### src/rtl/ft232h_sync_bridge.sv
// rtl/ft232h_sync_bridge.sv - FT232H 245-sync FIFO bridge with round-robin burst arbitration
module ft232h_sync_bridge #(
    parameter int DATA_W      = 8,
    parameter int BURST_MAX   = 64,
    parameter bit PRIORITY_RX = 1'b1,
    parameter int CNT_W       = 16
) (
    input  logic              clk60,
    input  logic              rst,
    input  logic              RXFn,
    input  logic              TXEn,
    input  logic [DATA_W-1:0] adbus_in,
    output logic [DATA_W-1:0] adbus_out,
    output logic              adbus_oe,
    output logic              OEn,
    output logic              RDn,
    output logic              WRn,
    output logic [DATA_W-1:0] rx_data,
    output logic              rx_wrreq,
    input  logic              rx_full,
    input  logic [DATA_W-1:0] tx_data,
    output logic              tx_rdreq,
    input  logic              tx_empty,
    output logic [CNT_W-1:0]  rx_count,
    output logic [CNT_W-1:0]  tx_count
);

    typedef enum logic [2:0] {
        IDLE,
        RX_OE,
        RX_READ,
        TX_WRITE,
        TURN
    } state_t;

    localparam logic [15:0] BMAX = 16'(BURST_MAX);

    state_t      state, state_nxt;
    logic [15:0] burst, burst_nxt, burst_inc;
    logic        last_rx, last_rx_nxt;
    logic        dir_rx, dir_rx_nxt;
    logic        rx_pend, tx_pend;

    always_ff @(posedge clk60) begin
        if (rst) begin
            state    <= IDLE;
            burst    <= 16'd0;
            last_rx  <= !PRIORITY_RX;
            dir_rx   <= PRIORITY_RX;
            rx_count <= '0;
            tx_count <= '0;
        end else begin
            state   <= state_nxt;
            burst   <= burst_nxt;
            last_rx <= last_rx_nxt;
            dir_rx  <= dir_rx_nxt;
            if (rx_wrreq)
                rx_count <= rx_count + CNT_W'(1);
            if (tx_rdreq)
                tx_count <= tx_count + CNT_W'(1);
        end
    end

    always_comb begin
        rx_pend     = !RXFn && !rx_full;
        tx_pend     = !TXEn && !tx_empty;
        state_nxt   = state;
        burst_nxt   = burst;
        last_rx_nxt = last_rx;
        dir_rx_nxt  = dir_rx;
        OEn         = 1'b1;
        RDn         = 1'b1;
        WRn         = 1'b1;
        adbus_oe    = 1'b0;
        rx_wrreq    = 1'b0;
        tx_rdreq    = 1'b0;
        adbus_out   = tx_data;
        rx_data     = adbus_in;
        // Saturates so an uncontended stream can run indefinitely.
        burst_inc   = (burst < BMAX) ? burst + 16'd1 : burst;

        case (state)
            IDLE: begin
                if (rx_pend && (!tx_pend || !last_rx)) begin
                    state_nxt  = RX_OE;
                    burst_nxt  = 16'd0;
                    dir_rx_nxt = 1'b1;
                end else if (tx_pend) begin
                    state_nxt  = TX_WRITE;
                    burst_nxt  = 16'd0;
                    dir_rx_nxt = 1'b0;
                end
            end
            RX_OE: begin
                OEn       = 1'b0;
                state_nxt = RX_READ;
            end
            RX_READ: begin
                OEn      = 1'b0;
                RDn      = rx_full;
                rx_wrreq = !rx_full && !RXFn;
                if (rx_wrreq)
                    burst_nxt = burst_inc;
                if (RXFn || rx_full || (burst_nxt == BMAX && tx_pend))
                    state_nxt = TURN;
            end
            TX_WRITE: begin
                adbus_oe = 1'b1;
                WRn      = tx_empty;
                tx_rdreq = !tx_empty && !TXEn;
                if (tx_rdreq)
                    burst_nxt = burst_inc;
                if (TXEn || tx_empty || (burst_nxt == BMAX && rx_pend))
                    state_nxt = TURN;
            end
            TURN: begin
                last_rx_nxt = dir_rx;
                state_nxt   = IDLE;
            end
            default: state_nxt = IDLE;
        endcase
    end

endmodule

### config.mk
export PLATFORM = sky130hd
export DESIGN_NAME = ft232h_sync_bridge
export DESIGN_NICKNAME = d
export VERILOG_FILES = /design/src/rtl/ft232h_sync_bridge.sv
export SDC_FILE = /design/constraint.sdc
export NUM_CORES = 1
export LEC_CHECK = 0
export CAP_MARGIN = 20
export CORE_ASPECT_RATIO = 1.75
export CORE_MARGIN = 10
export CORE_UTILIZATION = 35
export CTS_CLUSTER_DIAMETER = 40
export DETAILED_ROUTE_END_ITERATION = 10
export PLACE_DENSITY_LB_ADDON = 0.12
export SLEW_MARGIN = 20
export SYNTH_ARGS = -nofsm -noshare
export SYNTH_HDL_FRONTEND = slang
export SYNTH_SLANG_ARGS = --single-unit
### constraint.sdc
create_clock -name clk60 -period 2.63 [get_ports clk60]
set_clock_uncertainty 0.2 [all_clocks]
set_input_delay 0.526 -clock clk60 [delete_from_list [all_inputs] [get_ports clk60]]
set_output_delay 0.526 -clock clk60 [all_outputs]
set_load 0.01 [all_outputs]
==> results.yml, run 1 <==
status:
  status: "complete, no violations"
finish:
  fillers: 798
  fin_util_pct: 46.8
  antenna_cells: 0
  stdcell_count: 505
  design_area_mm2: 0.00375
  share_of_final_layout_standard_cells_stronger_than_drive_strength_1_pct: 18.6
  finalNetCount: 439
  layout-area-overhead-vs-synth_pct: 29.0
grt:
  antenna_violations_before_repair: 0
  grt_pass1_wl_um: 12700
  met1_usage_pct: 12.8
  grt_overflow_total: 0
  met3_track_demand_over_resource_pct: 2.73
  gr-max-usage-layer: "met2"
  global_route.usage.total_pct: 12.9
  gr-usage-met2_pct: 23.4
  vias_in_the_first_global_route: 2566
  grt_start_max_net_pins: 25
sta:
  post-route-period-util_pct: 97.1
  worst_slew_margin_rel_pct: 72.4
  timing_hold_violations_final: 0
  final_report_setup_violation_count: 0
  worst_hold_slack_after_final_layout_ns: 0.269
  tightest_slew_ns: 0.411
  clock.fmax_ghz: 0.391
  slew_viol_final: 0
  post-route-worst-setup-slack_ns: 0.0754
  fin_crit_ns: 2.55
critical_path:
  crit_path_start_kind: "input pin"
  worst-endpoint-arrival_ns: 1.83
  critPathSlowestCell: "sky130_fd_sc_hd__clkdlybuf4s50_1"
  timing.critical_path.cells: "clkdlybuf4s50_1, or2_2, nor2_2, dlygate4sd2_1"
  cpPeakStageDelay_ns: 0.51
  required_ns: 1.90
  critical_path.max_fanout: 5
  path_class: "in2out"
  critical_path.endpoint_type: "primary output"
  critPathBufInv: 2
  timing.critical_path.max_delay_family: "buffers and inverters"
power_and_ir_drop:
  vdd_drop_max_uv: 240
  total_leakage_power_nw: 1.36
  power-per-cell-area_mw_per_mm2: 495
synthesis:
  synthDominantCellAreaShare_pct: 36.5
  syn_nets: 379
  synth_warnings: 0
  synthFlopType: "sky130_fd_sc_hd__dfxtp_1"
  synth_area_leader_cell: "sky130_fd_sc_hd__dfxtp_1"
  synth.ff_latch_count: 53
  number_of_enable_flip_flop_cells_after_synthesis: 0
  async_flop_share_pct: 0
  syn_avg_cell_area_um2: 8.21
  post_synth_num_cell_types: 53
  post-synth-top-count-cell: "sky130_fd_sc_hd__dfxtp_1"
  post_synth_main_area_contributors: "sky130_fd_sc_hd__dfxtp_1 (37%), sky130_fd_sc_hd__nor2_1 (6.3%), sky130_fd_sc_hd__xnor2_1 (6.0%), sky130_fd_sc_hd__buf_4 (4.9%), sky130_fd_sc_hd__xor2_1 (4.2%)"
  synthesis.area_mm2: 0.00291
  synth_seq_area_share_pct: 36.5
  syn-instance-count: 354
  post_synth_most_frequent_cells: "sky130_fd_sc_hd__dfxtp_1 (53), sky130_fd_sc_hd__nor2_1 (49), sky130_fd_sc_hd__nand2_1 (26), sky130_fd_sc_hd__xnor2_1 (20), sky130_fd_sc_hd__buf_4 (19)"
die:
  num_io_pins: 76
  placement_rows: 43
  die_width_um: 88.9
  chipHeight_um: 141
  fp.coreArea_mm2: 0.00802
  dieArea_mm2: 0.0125
  initial_utilization_pct: 36.3
clock_network:
  clock_latency_ns: 0.29
  clk_pin_slew_ns: 0.07
  h_tree_depth_reported_by_cts: 2
  root_driver: "sky130_fd_sc_hd__clkbuf_16"
  cts_tree: "built"
  clockBufferDepth: 2
  tritoncts_sinks: 53
  numCtsBuffers: 5
route:
  num_vias: 2668
  route.antenna.remaining_nets: 0
  drt-initial-drc-count: 107
  wl_um: 8030
  detail_route.wl_per_cell_um: 15.9
  avgViaCountPerCell: 5.28
  drc: 0
  firstDrtPassIters: 4
place:
  setup_slack_at_placement_ns: -0.387
  placed_cell_area_mm2: 0.00354
  gp_congestion: 0.912
  port_buffer_count: 43
  post-dp-hpwl_um: 6260
  place_inst: 494
min_path:
  min-delay-path-class: "reg2reg"
flow_run:
  timing.max_cap.violations: 0
==> worst paths after layout <==
kind | startpoint | endpoint | slack [ns] | depth (start not counted)
setup / recovery | RXFn | rx_wrreq | 0.08 | 4
hold / removal | dir_rx | last_rx | 0.27 | 2
hold reg to reg | dir_rx | last_rx | 0.27 | 2
setup reg to reg | burst[9] | state[2] | 0.14 | 6
==> metrics by stage <==
stage / total power [mW] / setup TNS (ns)
after floorplan: 1.08 / 0
after global placement: 1.21 / -3.08
after detailed placement: 1.21 / -3.55
after CTS: 1.86 / 0
after global routing: 1.94 / -0.00657
final: 1.86 / 0
==> placed cells by master, fill, tap and decap left out, types with 7 or more instances in the layout <==
cell	netlist	layout
sky130_fd_sc_hd__dfxtp_1	53	53
sky130_fd_sc_hd__nor2_1	49	48
sky130_fd_sc_hd__buf_4	19	43
sky130_fd_sc_hd__clkdlybuf4s50_1	0	36
sky130_fd_sc_hd__nand2_1	26	26
sky130_fd_sc_hd__xnor2_1	20	20
sky130_fd_sc_hd__nand3_1	15	15
sky130_fd_sc_hd__a21oi_1	15	15
sky130_fd_sc_hd__xor2_1	14	14
sky130_fd_sc_hd__o21ai_0	13	13
sky130_fd_sc_hd__nand4_1	11	11
sky130_fd_sc_hd__and2_1	10	10
sky130_fd_sc_hd__nor3_1	11	10
sky130_fd_sc_hd__inv_1	10	9
sky130_fd_sc_hd__or3_1	7	7
==> worst reg2reg max path, stage by stage, from the launching register on <==
cell                       delay (ns)
sky130_fd_sc_hd__dfxtp_1         0.32
sky130_fd_sc_hd__or4_4           0.59
sky130_fd_sc_hd__nor4_4          0.31
sky130_fd_sc_hd__buf_4           0.16
sky130_fd_sc_hd__mux2i_1         0.09
sky130_fd_sc_hd__or4b_4          0.55
sky130_fd_sc_hd__a211oi_2        0.21
==> power by group <==
group	leakage (nW)	internal (mW)	switching [mW]	total, mW
Sequential	0.428	0.820	0.0117	0.832
Clock	0.0631	0.354	0.302	0.656
Combinational	0.871	0.151	0.216	0.368
==> flip-flops by register name (all words and copies together) (netlist names) <==
signal / cells
dir_rx: 1
last_rx: 1
rx_count: 16
state: 3
burst: 16
tx_count: 16
==> cell type report <==
class / instances / area (µm²) / area share, %
Clock buffer: 6 / 129 / 3.44
Multi-Input combinational cell: 258 / 1650 / 43.9
Tap cell: 90 / 113 / 3.00
Inverter: 10 / 37.5 / 1.00
Clock inverter: 2 / 15.0 / 0.400
Timing Repair Buffer: 86 / 748 / 20.0
Sequential cell: 53 / 1060 / 28.3
==> kinds of logic after synthesis <==
group | share of synthesized area, %
and+or+nand+nor | 31.7
muxes | 1.72
xor gates and xnor gates | 10.2
adders and majority gates | 1.29
AOI/OAI and AO/OA | 9.90
buffers and inverters | 8.61
DFF | 36.5
==> metal layers <==
layer	share of wire, %	vias up
met1	39	1253
li1	-	1328
met3	5.3	23
met2	51	64
met4	5.0	0
met5	0	-
==> what timing repair did <==
action                                  4_1_cts  5_1_grt
pin swaps                                     2        3
buffers inserted                              1        2
endpoints found under the setup margin        6        8
hold buffers                                  0        0
gates resized for setup                      10        8
Note: power is estimated with default switching activity, not from simulation.
==> run 2, diff against run 1 <==
- CORE_MARGIN: 10 -> 5
- clock period: 2.63 -> 2.24 ns (I/O delays scaled with it)
==> run 2 against run 1 <==
- the run now ends with negative setup slack left
- count of clock-buffer cells in the layout up 1
- via count grew 4.4%
- worst setup slack lost 0.39 ns
- routed wire length up 0.55%
- global-route usage grew 2.7 points
- combinational power is 33% higher
- final area grew 11%
- critical path depth is 3 higher
- register-to-register slack got worse by 0.46 ns
- highest routed layer unchanged
==> results.yml, run 2 (same netlist as run 1, synthesis figures left out) <==
finish:
  largest_registers: "burst x16, rx_count x16, tx_count x16"
  finalNetCount: 465
  antenna_cells: 0
  layout-area-overhead-vs-synth_pct: 42.7
  final_common_cell: "sky130_fd_sc_hd__buf_4"
  fin_util_pct: 50.6
  most_frequent_cells_in_the_layout: "sky130_fd_sc_hd__buf_4 (63), sky130_fd_sc_hd__dfxtp_1 (48), sky130_fd_sc_hd__nor2_1 (47)"
  share_of_final_layout_standard_cells_stronger_than_drive_strength_1_pct: 29.7
  design_area_mm2: 0.00415
  stdcell_count: 533
status:
  status: "finished, violations left"
  violations: "negative setup slack"
clock_network:
  cts_tree: "built"
  clock_latency_ns: 0.29
  h_tree_depth_reported_by_cts: 2
  tritoncts_sinks: 53
  clockBufferDepth: 2
  root_driver: "sky130_fd_sc_hd__clkbuf_16"
  numCtsBuffers: 5
  clk_pin_slew_ns: 0.07
sta:
  worst_slew_margin_rel_pct: 63.2
  post-route-period-util_pct: 114
  final_report_setup_violation_count: 5
  clock.fmax_ghz: 0.391
  slew_viol_final: 0
  post-route-worst-setup-slack_ns: -0.316
  tightest_slew_ns: 0.551
  timing_hold_violations_final: 0
  fin_crit_ns: 2.56
  timing.setup.tns_ns: -0.864
  worst_hold_slack_after_final_layout_ns: 0.282
  rsz0062_at_grt: "yes"
die:
  initial_utilization_pct: 35.4
  dieArea_mm2: 0.0103
  num_io_pins: 76
  placement_rows: 44
  fp.coreArea_mm2: 0.00820
  chipHeight_um: 131
  die_width_um: 78.9
route:
  detail_route.wl_per_cell_um: 15.2
  num_vias: 2785
  avgViaCountPerCell: 5.23
  wl_um: 8080
  route.antenna.remaining_nets: 0
  firstDrtPassIters: 4
  drc: 0
  drt-initial-drc-count: 101
critical_path:
  critical_path.endpoint_type: "register"
  worst-endpoint-arrival_ns: 2.57
  path_class: "reg2reg"
  crit_path_start_kind: "register"
  required_ns: 2.26
  reg2reg_slack_ns: -0.32
  critical_path.max_fanout: 3
place:
  place_inst: 520
  gp_congestion: 0.910
  setup_slack_at_placement_ns: -0.786
  port_buffer_count: 43
  placed_cell_area_mm2: 0.00375
  post-dp-hpwl_um: 6150
power_and_ir_drop:
  power-per-cell-area_mw_per_mm2: 561
  power.total_mw: 2.33
  total_leakage_power_nw: 1.58
  vdd_drop_max_uv: 300
grt:
  antenna_violations_before_repair: 0
  global_route.usage.total_pct: 15.6
  grt_overflow_total: 0
  grt_pass1_wl_um: 12500
  vias_in_the_first_global_route: 2692
  grt_start_max_net_pins: 25
flow_run:
  timing.max_cap.violations: 0
min_path:
  min-delay-path-class: "reg2reg"
[run 2: per-layer routing]
metal,GRT usage (%),up-vias,wire (µm)
met3,2.54,23,294
li1,-,1385,-
met2,30.2,72,4320
met4,10.6,0,473
met1,14.6,1305,2990
met5,0,-,0
[run 2: repair_timing]
| item | CTS | global route |
|---|---|---|
| setup buffers | 5 | 1 |
| hold buffers | 0 | 0 |
| resized for setup | 28 | 34 |
| cloned | 0 | 0 |
| pin swaps | 7 | 14 |
| endpoints found under the setup margin | 22 | 19 |
[run 2: path summary, 6_finish.rpt]
check	from	to	depth (start not counted)
max reg2reg	burst[12]	state[2]	7
min reg2reg	last_rx	last_rx	2
min	last_rx	last_rx	2
max	burst[12]	state[2]	7
[run 2: power breakdown]
group | internal, mW | total [mW] | switching (mW) | leakage (nW)
combinational | 0.221 | 0.488 | 0.266 | 1.06
clock | 0.513 | 0.864 | 0.351 | 0.0813
sequential | 0.962 | 0.978 | 0.0157 | 0.431
[run 2: layout make-up]
class,count,area (µm²)
inverters,10,37.5
multi-input cells,258,1800
clock inverters,1,7.51
fillers,819,4050
repair buffers,112,956
well taps,92,115
clock buffers,7,164
flip-flops and latches,53,1070
[run 2: worst max-delay path: stages, from the launching register on]
cell	delay [ns]
sky130_fd_sc_hd__dfxtp_2	0.32
sky130_fd_sc_hd__or4_4	0.57
sky130_fd_sc_hd__nor4_4	0.27
sky130_fd_sc_hd__buf_4	0.19
sky130_fd_sc_hd__buf_4	0.12
sky130_fd_sc_hd__mux2i_2	0.07
sky130_fd_sc_hd__or4b_4	0.54
sky130_fd_sc_hd__a211oi_2	0.21
